<file path="src/rtl/adc_burst_scheduler_pkg.sv">
// Shared definitions for the ADC burst scheduler: FSM state encoding,
// default burst/address geometry and the width of the completed-burst counter.
package adc_burst_scheduler_pkg;

    typedef enum logic [1:0] {
        IDLE      = 2'd0,
        FILL      = 2'd1,
        ISSUE     = 2'd2,
        WAIT_DONE = 2'd3
    } state_t;

    localparam int BURST_LEN_DEFAULT  = 8;
    localparam int ADDR_WIDTH_DEFAULT = 21;
    localparam int BURST_COUNT_WIDTH  = 16;

endpackage

</file>
<file path="src/rtl/adc_burst_scheduler_burst_packer.sv">
// Burst packer: collects BURST_LEN samples into one flat word, sample 0 in
// the LSBs. The word only changes while load is high.
// Ports:
//   clk, reset   clock and asynchronous active-high reset
//   load         write sample into the selected slot this cycle
//   slot         slot index, 0 .. BURST_LEN-1
//   sample       DATA_WIDTH sample from the FIFO
//   packed_word  DATA_WIDTH*BURST_LEN packed burst
module adc_burst_scheduler_burst_packer
    import adc_burst_scheduler_pkg::*;
#(
    parameter int DATA_WIDTH = 16,
    parameter int BURST_LEN  = BURST_LEN_DEFAULT,
    localparam int SLOT_W    = $clog2(BURST_LEN)
) (
    input  logic                            clk,
    input  logic                            reset,
    input  logic                            load,
    input  logic [SLOT_W-1:0]               slot,
    input  logic [DATA_WIDTH-1:0]           sample,
    output logic [DATA_WIDTH*BURST_LEN-1:0] packed_word
);

    always_ff @(posedge clk or posedge reset) begin
        if (reset) begin
            packed_word <= '0;
        end else if (load) begin
            packed_word[slot*DATA_WIDTH +: DATA_WIDTH] <= sample;
        end
    end

endmodule

</file>
<file path="src/rtl/adc_burst_scheduler.sv">
// ADC burst scheduler: drains fixed-length bursts from the sample FIFO,
// packs them into one wide word and issues PSRAM write commands at an
// auto-incrementing, wrapping word address.
// Ports:
//   clk, reset        clock, asynchronous active-high reset
//   enable            acquisition armed; a rising edge starts a new capture
//   fifo_level/full   FIFO occupancy (one-cycle lag) and full flag
//   fifo_data         FIFO read data, valid one cycle after fifo_rd_en
//   fifo_rd_en        FIFO read strobe
//   mem_cmd_valid/ready, mem_addr, mem_wdata   PSRAM write command
//   mem_done          one-cycle pulse when the PSRAM write completes
//   busy              FSM not in IDLE
//   overflow          sticky: FIFO full seen while enabled
//   wrapped           sticky: address wrapped since capture start
//   burst_count       completed bursts since capture start, saturating
module adc_burst_scheduler
    import adc_burst_scheduler_pkg::*;
#(
    parameter int DATA_WIDTH  = 16,
    parameter int BURST_LEN   = BURST_LEN_DEFAULT,
    parameter int LEVEL_WIDTH = 7,
    parameter int ADDR_WIDTH  = ADDR_WIDTH_DEFAULT
) (
    input  logic                            clk,
    input  logic                            reset,
    input  logic                            enable,
    input  logic [LEVEL_WIDTH-1:0]          fifo_level,
    input  logic                            fifo_full,
    input  logic [DATA_WIDTH-1:0]           fifo_data,
    output logic                            fifo_rd_en,
    output logic                            mem_cmd_valid,
    input  logic                            mem_cmd_ready,
    output logic [ADDR_WIDTH-1:0]           mem_addr,
    output logic [DATA_WIDTH*BURST_LEN-1:0] mem_wdata,
    input  logic                            mem_done,
    output logic                            busy,
    output logic                            overflow,
    output logic                            wrapped,
    output logic [BURST_COUNT_WIDTH-1:0]    burst_count
);

    localparam int SLOT_W = $clog2(BURST_LEN);
    localparam logic [LEVEL_WIDTH-1:0] LEVEL_THRESH = LEVEL_WIDTH'(BURST_LEN);
    localparam logic [ADDR_WIDTH:0]    ADDR_STEP    = (ADDR_WIDTH+1)'(BURST_LEN);
    localparam logic [SLOT_W-1:0]      LAST_SLOT    = SLOT_W'(BURST_LEN-1);

    state_t              state;
    logic [SLOT_W-1:0]   rd_idx;
    logic                vld_p1;      // fifo_data valid this cycle
    logic [SLOT_W-1:0]   slot_p1;     // packer slot for that sample
    logic                enable_d;
    logic                enable_rise;
    logic                start_pend;  // rise seen mid-burst, clear on return to IDLE
    logic [ADDR_WIDTH:0] addr_sum;    // MSB is the wrap carry

    assign enable_rise = enable & ~enable_d;
    assign addr_sum    = {1'b0, mem_addr} + ADDR_STEP;
    assign busy        = (state != IDLE);

    adc_burst_scheduler_burst_packer #(
        .DATA_WIDTH (DATA_WIDTH),
        .BURST_LEN  (BURST_LEN)
    ) u_burst_packer (
        .clk         (clk),
        .reset       (reset),
        .load        (vld_p1),
        .slot        (slot_p1),
        .sample      (fifo_data),
        .packed_word (mem_wdata)
    );

    always_ff @(posedge clk or posedge reset) begin
        if (reset) begin
            state         <= IDLE;
            fifo_rd_en    <= 1'b0;
            mem_cmd_valid <= 1'b0;
            mem_addr      <= '0;
            overflow      <= 1'b0;
            wrapped       <= 1'b0;
            burst_count   <= '0;
            rd_idx        <= '0;
            vld_p1        <= 1'b0;
            slot_p1       <= '0;
            enable_d      <= 1'b0;
            start_pend    <= 1'b0;
        end else begin
            enable_d <= enable;

            // Stage p0 -> p1: FIFO returns data one cycle after the strobe.
            vld_p1 <= fifo_rd_en;
            if (vld_p1) begin
                slot_p1 <= slot_p1 + SLOT_W'(1);
            end

            // Set has priority over the capture-start clear below.
            overflow <= overflow | (enable & fifo_full);

            if (enable_rise && state != IDLE) begin
                start_pend <= 1'b1;
            end

            case (state)
                IDLE: begin
                    if (enable_rise || start_pend) begin
                        mem_addr    <= '0;
                        burst_count <= '0;
                        wrapped     <= 1'b0;
                        overflow    <= enable & fifo_full;
                        start_pend  <= 1'b0;
                    end
                    // Threshold is only evaluated here, so the lagging level
                    // can never trigger a read past the buffered samples.
                    if (enable && fifo_level >= LEVEL_THRESH) begin
                        state      <= FILL;
                        fifo_rd_en <= 1'b1;
                        rd_idx     <= '0;
                    end
                end
                FILL: begin
                    if (fifo_rd_en) begin
                        rd_idx <= rd_idx + SLOT_W'(1);
                        if (rd_idx == LAST_SLOT) begin
                            fifo_rd_en <= 1'b0;
                        end
                    end
                    if (vld_p1 && slot_p1 == LAST_SLOT) begin
                        state         <= ISSUE;
                        mem_cmd_valid <= 1'b1;
                    end
                end
                ISSUE: begin
                    if (mem_cmd_ready) begin
                        mem_cmd_valid <= 1'b0;
                        state         <= WAIT_DONE;
                    end
                end
                WAIT_DONE: begin
                    if (mem_done) begin
                        mem_addr <= addr_sum[ADDR_WIDTH-1:0];
                        if (addr_sum[ADDR_WIDTH]) begin
                            wrapped <= 1'b1;
                        end
                        if (burst_count != '1) begin
                            burst_count <= burst_count + BURST_COUNT_WIDTH'(1);
                        end
                        state <= IDLE;
                    end
                end
                default: state <= IDLE;
            endcase
        end
    end

endmodule

</file>
<file path="config.mk">
export PLATFORM = sky130hd
export DESIGN_NAME = adc_burst_scheduler
export DESIGN_NICKNAME = d
export VERILOG_FILES = /design/src/rtl/adc_burst_scheduler_pkg.sv /design/src/rtl/adc_burst_scheduler_burst_packer.sv /design/src/rtl/adc_burst_scheduler.sv
export SDC_FILE = /design/constraint.sdc
export NUM_CORES = 1
export LEC_CHECK = 0
export ABC_AREA = 0
export ABC_CLOCK_PERIOD_IN_PS = 5800
export CORE_ASPECT_RATIO = 1.5
export CORE_MARGIN = 1
export CORE_UTILIZATION = 37
export DETAILED_ROUTE_END_ITERATION = 8
export GPL_TIMING_DRIVEN = 0
export PLACE_DENSITY_LB_ADDON = 0.3
export SKIP_LAST_GASP = 1
export SLEW_MARGIN = 20
export SYNTH_ARGS = -nofsm -noshare
export SYNTH_HDL_FRONTEND = slang
export SYNTH_HIERARCHICAL = 1
export SYNTH_SLANG_ARGS = --single-unit
</file>
<file path="constraint.sdc">
create_clock -name clk -period 5.8 [get_ports clk]
set_input_delay 0.87 -clock clk [delete_from_list [all_inputs] [get_ports clk]]
set_output_delay 0.87 -clock clk [all_outputs]
set_load 0.05 [all_outputs]
</file>
; ---- Yosys cells after proc, flatten, opt, wreduce, memory -nomap -nowiden
; Index checks and enable logic that the tools add are counted.
; W data, S select, Z words.
[op_classes]
n_addsub = 5
magnitude_cmp = 1
n_eq_ne = 14
shifts = 2
mux = 32
n_bitwise = 4
reduce_logical = 16
[op_table]
columns = operator, n
row1 = $bwmux W128, 1
row2 = $shift A16 B34 Y128 const A, 1
row3 = $shiftx A16 B34 Y128, 1
row4 = $mux W16, 3
row5 = $mux W21, 2
row6 = $pmux W21 S2, 1
row7 = $neg A7 Y34, 1
row8 = $pmux W16 S2, 1
row9 = $add A21 B4 Y22 const B, 1
row10 = $add A16 B1 Y16 const B, 1
row11 = $ne A16 B16 Y1 const B, 1
row12 = $ne A2 B2 Y1 const B, 8
row13 = $mux W1, 13
row14 = $reduce_and A4 Y1, 3
row15 = $reduce_and A3 Y1, 3
row16 = $mux W2, 4
row17 = $pmux W2 S4, 1
row18 = $reduce_bool A2 Y1, 4
row19 = $ge A7 B4 Y1 const B, 1
row20 = $add A3 B1 Y3 const B, 2
row21 = $eq A3 B3 Y1 const B, 2
row22 = $mux W3, 2
row23 = $pmux W1 S2, 3
row24 = $pmux W3 S2, 1
row25 = 9 further kinds, 13
[word_totals]
reg_bits = 180
inputBits = 29
out_inout_bits = 170
word_cells = 87

; ---- Depth between registers and ports, before layout
; Gate-level depths: netlist of run 1.
[depth]
word_depth = 6
depth_mapped = 10
mapped_depth_nobuf = 7

; ---- By module
; Netlist of run 1, hierarchy kept.
[by_module_without_submodules]
columns = module, instances, cells_per_inst, area_each_um2, seq_area_each_um2
row1 = adc_burst_scheduler_burst_packer, 1, 443, 5351.4, 3203.1
row2 = adc_burst_scheduler, 1, 268, 2608.8, 1226.2

; ---- Worst setup path after synthesis of run 1
; No wires, ideal clock.
[synth_timing]
path_type = flip-flop to flip-flop
from = register slot_p1[0]
to = register u_burst_packer.packed_word[64]
setup_ns = 0.125
arrival_ns = 2.447
t_required_ns = 5.675
slack_ns = 3.227
path_stages_with_launch = 11
n_path_buf = 4
synth_period_minus_slack_ns = 2.573
path_cell_list = dfrtp_1 buf_2 inv_1 ha_1 ha_1 buf_6 nand3b_4 or4_1 buf_2 buf_6 mux2_4
[synth_between]
elab_chain_len = 3
elab_cells_between_ends = 4
cone_classes = add/sub (1) / shift (2) / mux (1)
[synth_lines]
columns = element, line
row1 = start: declaration, adc_burst_scheduler.sv:50  ; logic [SLOT_W-1:0] slot_p1;
row2 = start signal: assignment, adc_burst_scheduler.sv:92  ; slot_p1 <= slot_p1 + SLOT_W'(1);
row3 = $neg A7 Y34 *, adc_burst_scheduler_burst_packer.sv:28  ; packed_word[slot*DATA_WIDTH +: DATA_WIDTH] <= sample;
row4 = $shiftx A16 B34 Y128 or $shift A16 B34 Y128 (tied branches), adc_burst_scheduler_burst_packer.sv:28
row5 = $bwmux W128 *, adc_burst_scheduler_burst_packer.sv:28
row6 = end signal: indexed assignment, adc_burst_scheduler_burst_packer.sv:28
row7 = end: declaration, adc_burst_scheduler_burst_packer.sv:21  ; output logic [DATA_WIDTH*BURST_LEN-1:0] packed_word
; Mark *: on every way between the ends. The rest lies on a longest branch, timed or not.
; A chain may end at the register's enable or synchronous reset.

; ---- Worst setup path in the final report of run 1
[layout_timing]
from = register slot_p1[0]
to = register u_burst_packer.packed_word[98]
; The elaborated chain is that of the path after synthesis.

==> results of run 1 <==
flip-flops by register name, indices dropped and copies added (netlist names), 2 cells and up:
signal and count:
state 2, burst_count 16, slot_p1 3, rd_idx 3, mem_addr 18, u_burst_packer/packed_word 128
placed cells by master, fill, tap and decap left out, drive strengths merged, types with 4 or more instances in the layout:
cell type      count
nor2b             18
mux2i             21
nand4             10
ha                13
nor2              21
and4               5
a22o               7
nand3             15
and3               8
a21oi              9
o21ai             99
nand2b             6
a41oi              4
or2                5
inv               34
buf               22
nor3               5
nand2             70
mux2              54
xor2              13
o31ai             43
dfrtp            177
clkdlybuf4s50    192
clkbuf            48
kinds of logic after synthesis:
| group | count (synthesis) | synth area share [%] |
|---|---|---|
| compound gates | 177 | 13.96 |
| flops | 177 | 55.64 |
| simple gates | 174 | 11.40 |
| buf+inv | 79 | 4.511 |
| mux | 75 | 10.75 |
| xor+xnor | 15 | 1.650 |
| fa+ha+maj | 13 | 2.043 |
| other cells | 1 | 0.04711 |
final cells by class:
cell class	instances	area, sq um
Fill cell	1888	10160
Sequential cell	177	4429
Multi-Input combinational cell	457	3179
Timing Repair Buffer	194	1977
Clock buffer	20	466.7
Tap cell	268	335.3
Buffer	48	242.7
Clock inverter	12	153.9
Inverter	31	123.9
power breakdown:
part,switching (mW),total [mW],internal [mW]
sequential,0.237,1.86,1.63
combinational,2.64,3.91,1.27
clock,0.496,1.21,0.715
synth_stat cells (2+ instances only):
| master | n | share of area, % |
|---|---|---|
| dfrtp_1 | 177 | 56 |
| o21ai_0 | 97 | 6.1 |
| nand2_1 | 70 | 3.3 |
| mux2_2 | 44 | 6.2 |
| o31ai_1 | 43 | 4.1 |
| inv_1 | 31 | 1.5 |
| clkbuf_1 | 27 | 1.3 |
| mux2i_1 | 21 | 2.6 |
| nor2_1 | 21 | 0.99 |
| nor2b_1 | 17 | 1.3 |
| nand3_1 | 14 | 0.88 |
| ha_1 | 13 | 2.0 |
| xor2_1 | 13 | 1.4 |
| mux2_4 | 10 | 1.9 |
| nand4_1 | 10 | 0.79 |
| a21oi_1 | 8 | 0.50 |
| and3_1 | 8 | 0.63 |
| a22o_1 | 7 | 0.77 |
| buf_2 | 7 | 0.44 |
| buf_4 | 6 | 0.57 |
| nand2b_1 | 6 | 0.47 |
| and4_1 | 5 | 0.55 |
| a41oi_1 | 4 | 0.44 |
| buf_6 | 4 | 0.57 |
| a21o_1 | 3 | 0.28 |
| a31oi_1 | 3 | 0.24 |
| buf_1 | 3 | 0.14 |
| nor3_1 | 3 | 0.19 |
| nor4_1 | 3 | 0.24 |
| or2_2 | 3 | 0.24 |
| o22ai_1 | 2 | 0.16 |
| or2_1 | 2 | 0.16 |
| or3_1 | 2 | 0.16 |
| or4_1 | 2 | 0.19 |
| xnor2_1 | 2 | 0.22 |
routing by layer:
layer	wire [microns]	global-route usage [%]	up-vias	part of all wire [%]
li1	-	-	2939	-
met1	8887	24.38	3086	40
met2	11770	36.97	197	53
met3	1157	4.805	28	5.2
met4	486	8.049	0	2.2
met5	0	0	-	0
how the worst max path moves through the flow:
stage	startpoint	endpoint	cells after the start
after floorplan	reset	u_burst_packer/packed_word[0]$_DFFE_PP0P_	1
after global placement	reset	u_burst_packer/packed_word[11]$_DFFE_PP0P_	2
after detailed placement	slot_p1[0]$_DFFE_PP0P_	u_burst_packer/packed_word[98]$_DFFE_PP0P_	9
after CTS	slot_p1[0]$_DFFE_PP0P_	u_burst_packer/packed_word[98]$_DFFE_PP0P_	9
after global routing	slot_p1[0]$_DFFE_PP0P_	u_burst_packer/packed_word[96]$_DFFE_PP0P_	9
final	slot_p1[0]$_DFFE_PP0P_	u_burst_packer/packed_word[98]$_DFFE_PP0P_	9
through the flow:
stage	setup slack, ns	utilization, %	instances
5_1_grt	2.522	51.79	1207
6_report	2.753	51.79	1207
4_1_cts	2.677	51.79	1207
2_1_floorplan	1.517	-	713
3_3_place_gp	-0.3960	48.54	1173
3_5_place_dp	2.708	48.84	1175
worst max-delay path, stage by stage (launching register included):
cell and delay (ns):
dfrtp_1 0.44, buf_2 0.27, inv_1 0.09, ha_1 0.23, ha_1 0.30, buf_6 0.15, nor4b_2 0.76, clkbuf_1 0.45
nand2_1 0.10, mux2i_1 0.16
==> results.sh, run 1 <==
export IMPL_status="completed"
export IMPL_die_h_microns=181.6
export IMPL_io_buffer_count=192
export IMPL_syn_avg_cell_area_sq_um=11.20
export IMPL_tightest_slew_ns=0.8725
export IMPL_cts_sinks=177
export IMPL_ff2ff_path_depth=9
export IMPL_coreArea_sq_um=21060
export IMPL_synth_seq_cells=177
export IMPL_seq_area_frac_synth_pct=55.64
export IMPL_cts_reportedPaths_clkPinSlew_ns=0.07
export IMPL_ios=199
export IMPL_drt_iter0_drc=399
export IMPL_dieWidth_microns=121.8
export IMPL_worstPathMaxFanout=10
export IMPL_finalHoldViolCount=0
export IMPL_syn_inst=711
export IMPL_rsz0062_at_grt="false"
export IMPL_post_cts_repair_setup_buffers=0
export IMPL_fin_crit_sh_pct=52.54
export IMPL_wl_per_cell_microns=18.47
export IMPL_tns_ns=0
export IMPL_wirelength_microns=22300
export IMPL_dr_pass1_iters=4
export IMPL_relSlewSlack_pct=41.68
export IMPL_synthArstFlopShare_pct=100.0
export IMPL_synth_distinct_cells=55
export IMPL_critical_path_class="reg2reg"
export IMPL_leakage_nw=4.625
export IMPL_cp_data_required_time_ns=6.15
export IMPL_synth_warnings=6
export IMPL_nets=968
export IMPL_fin_area_sq_um=10910
export IMPL_cts_resized=0
export IMPL_start_util_pct=37.79
export IMPL_die_area_sq_um=22120
export IMPL_finalMaxSlewViolations=0
export IMPL_antenna_cells=0
export IMPL_antenna_left=0
export IMPL_hold_class="reg2reg"
export IMPL_layout_drive_gt1_share_pct=12.99
export IMPL_ctsHtreeMaxLevel=4
export IMPL_synth_edff_count=0
export IMPL_setup_viol_count_final=0
export IMPL_grt_max_degree=100
export IMPL_crit_path_end_kind="flop"
export IMPL_grt_first_pass_wirelength_microns=35200
export IMPL_cap_violations=0
export IMPL_fin_hold_ws_ns=0.5050
export IMPL_drc_errors=0
export IMPL_grt_util_all_layers_pct=21.02
export IMPL_report_power_total_mw=6.980
export IMPL_syn_cell_area_sq_um=7960
export IMPL_synth_flop_cell="dfrtp_1"
export IMPL_areaGrowthSynthToFinish_pct=37.03
export IMPL_numCtsBuffers=17
export IMPL_hpwl_microns=16430
export IMPL_cts_root_buf="clkbuf_16"
export IMPL_cts_buffer_depth=2
export IMPL_crit_reg2reg_launch="slot_p1[0]$_DFFE_PP0P_"
export IMPL_vdd_drop_max_v=0.0002872
export IMPL_cts_hold_buf=0
export IMPL_place_area_sq_um=10290
export IMPL_vias_per_cell=5.178
export IMPL_holdPathEnd="u_burst_packer/packed_word[0]$_DFFE_PP0P_"
export IMPL_antenna_found_initial=0
export IMPL_clk_latency_ns=0.43
export IMPL_fin_skew_ns=0.007441
export IMPL_hold_depth=1
export IMPL_vias=6250
export IMPL_critPathArrivalTime_ns=3.39
export IMPL_place_gp_congestion=0.9011
export IMPL_min_from="u_burst_packer/packed_word[0]$_DFFE_PP0P_"
export IMPL_min_period_ns=3.047
export IMPL_r2r_setup_slack_ns=2.75
export IMPL_rows=65
export IMPL_overflow=0
export IMPL_r2r_end="u_burst_packer/packed_word[98]$_DFFE_PP0P_"
export IMPL_timing_fmax_ghz=0.3282
export IMPL_cts_tree="done"
export IMPL_grt_pass1_vias=6270
export IMPL_power_density_nw_per_um2=639.9
export IMPL_startpoint_type="flop"
Note: power is estimated with default switching activity, not from simulation.
==> run 2: changes to the inputs <==
ABC_CLOCK_PERIOD_IN_PS = 2500   (was 5800)
clock period = 2.5 ns   (was 5.8 ns; I/O delays follow)
==> run 2 against run 1 <==
- combinational power grew 140%
- sequential cell count is the same
- hold slack lost 0.16 ns
- power grew 140%
- critical path depth grew 1
- largest power group unchanged
- highest routed layer unchanged
==> results.sh, run 2 (synthesis results as in run 1) <==
export IMPL_vias=6420
export IMPL_switching_share_pct=47.72
export IMPL_net_switching_power_mw=7.994
export IMPL_io_buffer_count=192
export IMPL_antenna_left=0
export IMPL_rows=65
export IMPL_nets=979
export IMPL_largest_register_ffs=128
export IMPL_drc_errors=0
export IMPL_mostFrequentLayoutCells="191 x clkdlybuf4s50_1, 176 x dfrtp_1, 93 x o21ai_0"
export IMPL_die_area_sq_um=22120
export IMPL_fill_cells=1865
export IMPL_ios=199
export IMPL_wirelength_microns=22760
export IMPL_vias_per_cell=5.271
export IMPL_clkPwrFrac_pct=17.7
export IMPL_setup_ws_ns=0.05495
export IMPL_seqPwrFrac_pct=25.7
export IMPL_cp_data_required_time_ns=2.80
export IMPL_wl_per_cell_microns=18.68
export IMPL_cap_violations=0
export IMPL_place_gp_congestion=0.9036
export IMPL_post_place_ws_ns=-0.4517
export IMPL_cts_sinks=177
export IMPL_cts_reportedPaths_clkPinSlew_ns=0.07
export IMPL_mostFrequentLayoutCell="clkdlybuf4s50_1"
export IMPL_dieWidth_microns=121.8
export IMPL_hold_class="in2async"
export IMPL_power_frac_comb_pct=56.6
export IMPL_ctsHtreeMaxLevel=4
export IMPL_areaGrowthSynthToFinish_pct=39.99
export IMPL_start_util_pct=37.79
export IMPL_vdd_drop_max_v=0.0005790
export IMPL_worstPathMaxFanout=10
export IMPL_finalHoldViolCount=0
export IMPL_cp_slowest_stage_delay_ns=0.45
export IMPL_coreArea_sq_um=21060
export IMPL_path_common_cell="buf_6"
export IMPL_antenna_found_initial=0
export IMPL_multi_input_area_sq_um=3233
export IMPL_numCtsBuffers=17
export IMPL_cts_tree="done"
export IMPL_rsz0062_at_grt="true"
export IMPL_p_int_mw=8.757
export IMPL_largestRegisters="u_burst_packer/packed_word x128, mem_addr x18, burst_count x16"
export IMPL_ff2ff_path_depth=10
export IMPL_relSlewSlack_pct=55.78
export IMPL_leakage_nw=4.744
export IMPL_antenna_cells=0
export IMPL_seq_area_sq_um=4431
export IMPL_grt_util_all_layers_pct=21.45
export IMPL_overflow=0
export IMPL_grt_first_pass_wirelength_microns=35790
export IMPL_report_power_total_mw=16.75
export IMPL_grt_max_degree=34
export IMPL_clk_latency_ns=0.43
export IMPL_slowest_stage="or3b_4"
export IMPL_path_cells="buf_6 > inv_1 > ha_2 > ha_1 > buf_6 > or3b_4 > buf_2 > clkbuf_4 > o21ai_0 > o31ai_2"
export IMPL_cts_buffer_depth=2
export IMPL_setup_viol_count_final=0
export IMPL_grt_pass1_vias=6285
export IMPL_layout_drive_gt1_share_pct=15.68
export IMPL_critPathArrivalTime_ns=2.74
export IMPL_die_h_microns=181.6
export IMPL_min_period_ns=2.445
export IMPL_critical_path_class="reg2reg"
export IMPL_cts_root_buf="clkbuf_16"
export IMPL_finalMaxSlewViolations=0
export IMPL_drt_iter0_drc=354
export IMPL_fin_crit_sh_pct=97.80
export IMPL_startpoint_type="flop"
export IMPL_timing_fmax_ghz=0.4090
export IMPL_tns_ns=0
export IMPL_status="completed"
export IMPL_power_density_nw_per_um2=1503
export IMPL_hpwl_microns=16730
export IMPL_tightest_slew_ns=0.6633
export IMPL_regMostFlops="u_burst_packer/packed_word"
export IMPL_dr_pass1_iters=5
export IMPL_fin_skew_ns=0.01296
export IMPL_final_util_pct=52.90
export IMPL_crit_path_end_kind="flop"
-- run 2: changes by cell type in the layout (fill, tap and decap cells not counted), sizes merged --
cell           before  now
buf                22   36
clkbuf             48   42
bufinv              3    5
clkdlybuf4s50     192  191
clkinvlp            3    4
dlygate4sd2         0    1
-- run 2: path summary, 6_finish.rpt --
check                                            start                                     endpoint  slack [ns]
worst max-delay path            slot_p1[0]$_DFFE_PP0P_  u_burst_packer/packed_word[117]$_DFFE_PP0P_        0.05
worst min-delay path                             reset   u_burst_packer/packed_word[40]$_DFFE_PP0P_        0.34
worst max register to register  slot_p1[0]$_DFFE_PP0P_  u_burst_packer/packed_word[117]$_DFFE_PP0P_        0.05
worst min register to register     wrapped$_DFFE_PP0P_                          wrapped$_DFFE_PP0P_        0.50
max in group asynchronous                        reset  u_burst_packer/packed_word[109]$_DFFE_PP0P_        1.43
min in group clk                                enable                           enable_d$_DFF_PP0_        0.50
-- run 2: per-stage QoR --
stage                     instances  hold slack [ns]  area [sq um]
after CTS                      1218           0.3530         11110
after floorplan                 713           0.4064          7994
final                          1218           0.3446         11140
after detailed placement       1178           0.4928         10350
after global placement         1173           0.4821         10250
after global routing           1218           0.3730         11140
-- run 2: cell type report --
cell class	count	share of cell area [%]
Sequential cell	177	39.76
Multi-Input combinational cell	457	29.01
Timing Repair Buffer	207	18.81
Clock buffer	17	3.818
Tap cell	268	3.009
Buffer	46	2.459
Clock inverter	15	2.055
Inverter	31	1.078
-- run 2: what timing repair did --
action,4_1_cts,5_1_grt
pin swaps,4,2
setup endpoints to repair,117,19
setup buffers,10,0
hold buffers,0,0
gates resized for setup,13,16
-- run 2: worst max-delay path: cells and delay by family, from the launching register on --
kind,cells,cell delay [ns]
AOI/OAI and AO/OA,2,0.31
DFF,1,0.41
buffers and inverters,5,0.75
adders and majority gates,2,0.42
and+or+nand+nor,1,0.45
-- run 2: power groups by stage --
stage / registers, mW / clock network (mW) / logic, mW
5_1_grt: 4.42 / 3.15 / 10.0
3_3_place_gp: 4.33 / 0 / 9.04
6_report: 4.30 / 2.97 / 9.48
3_5_place_dp: 4.37 / 0 / 9.15
2_1_floorplan: 7.13 / 0 / 3.31
4_1_cts: 4.31 / 3.03 / 9.44
-- run 2: routing by layer --
layer	GRT usage (%)	up-vias	share of wire, %
li1	-	2959	-
met2	37.90	229	53
met1	24.04	3198	38
met5	0	-	0
met4	8.840	0	2.9
met3	5.528	34	5.4
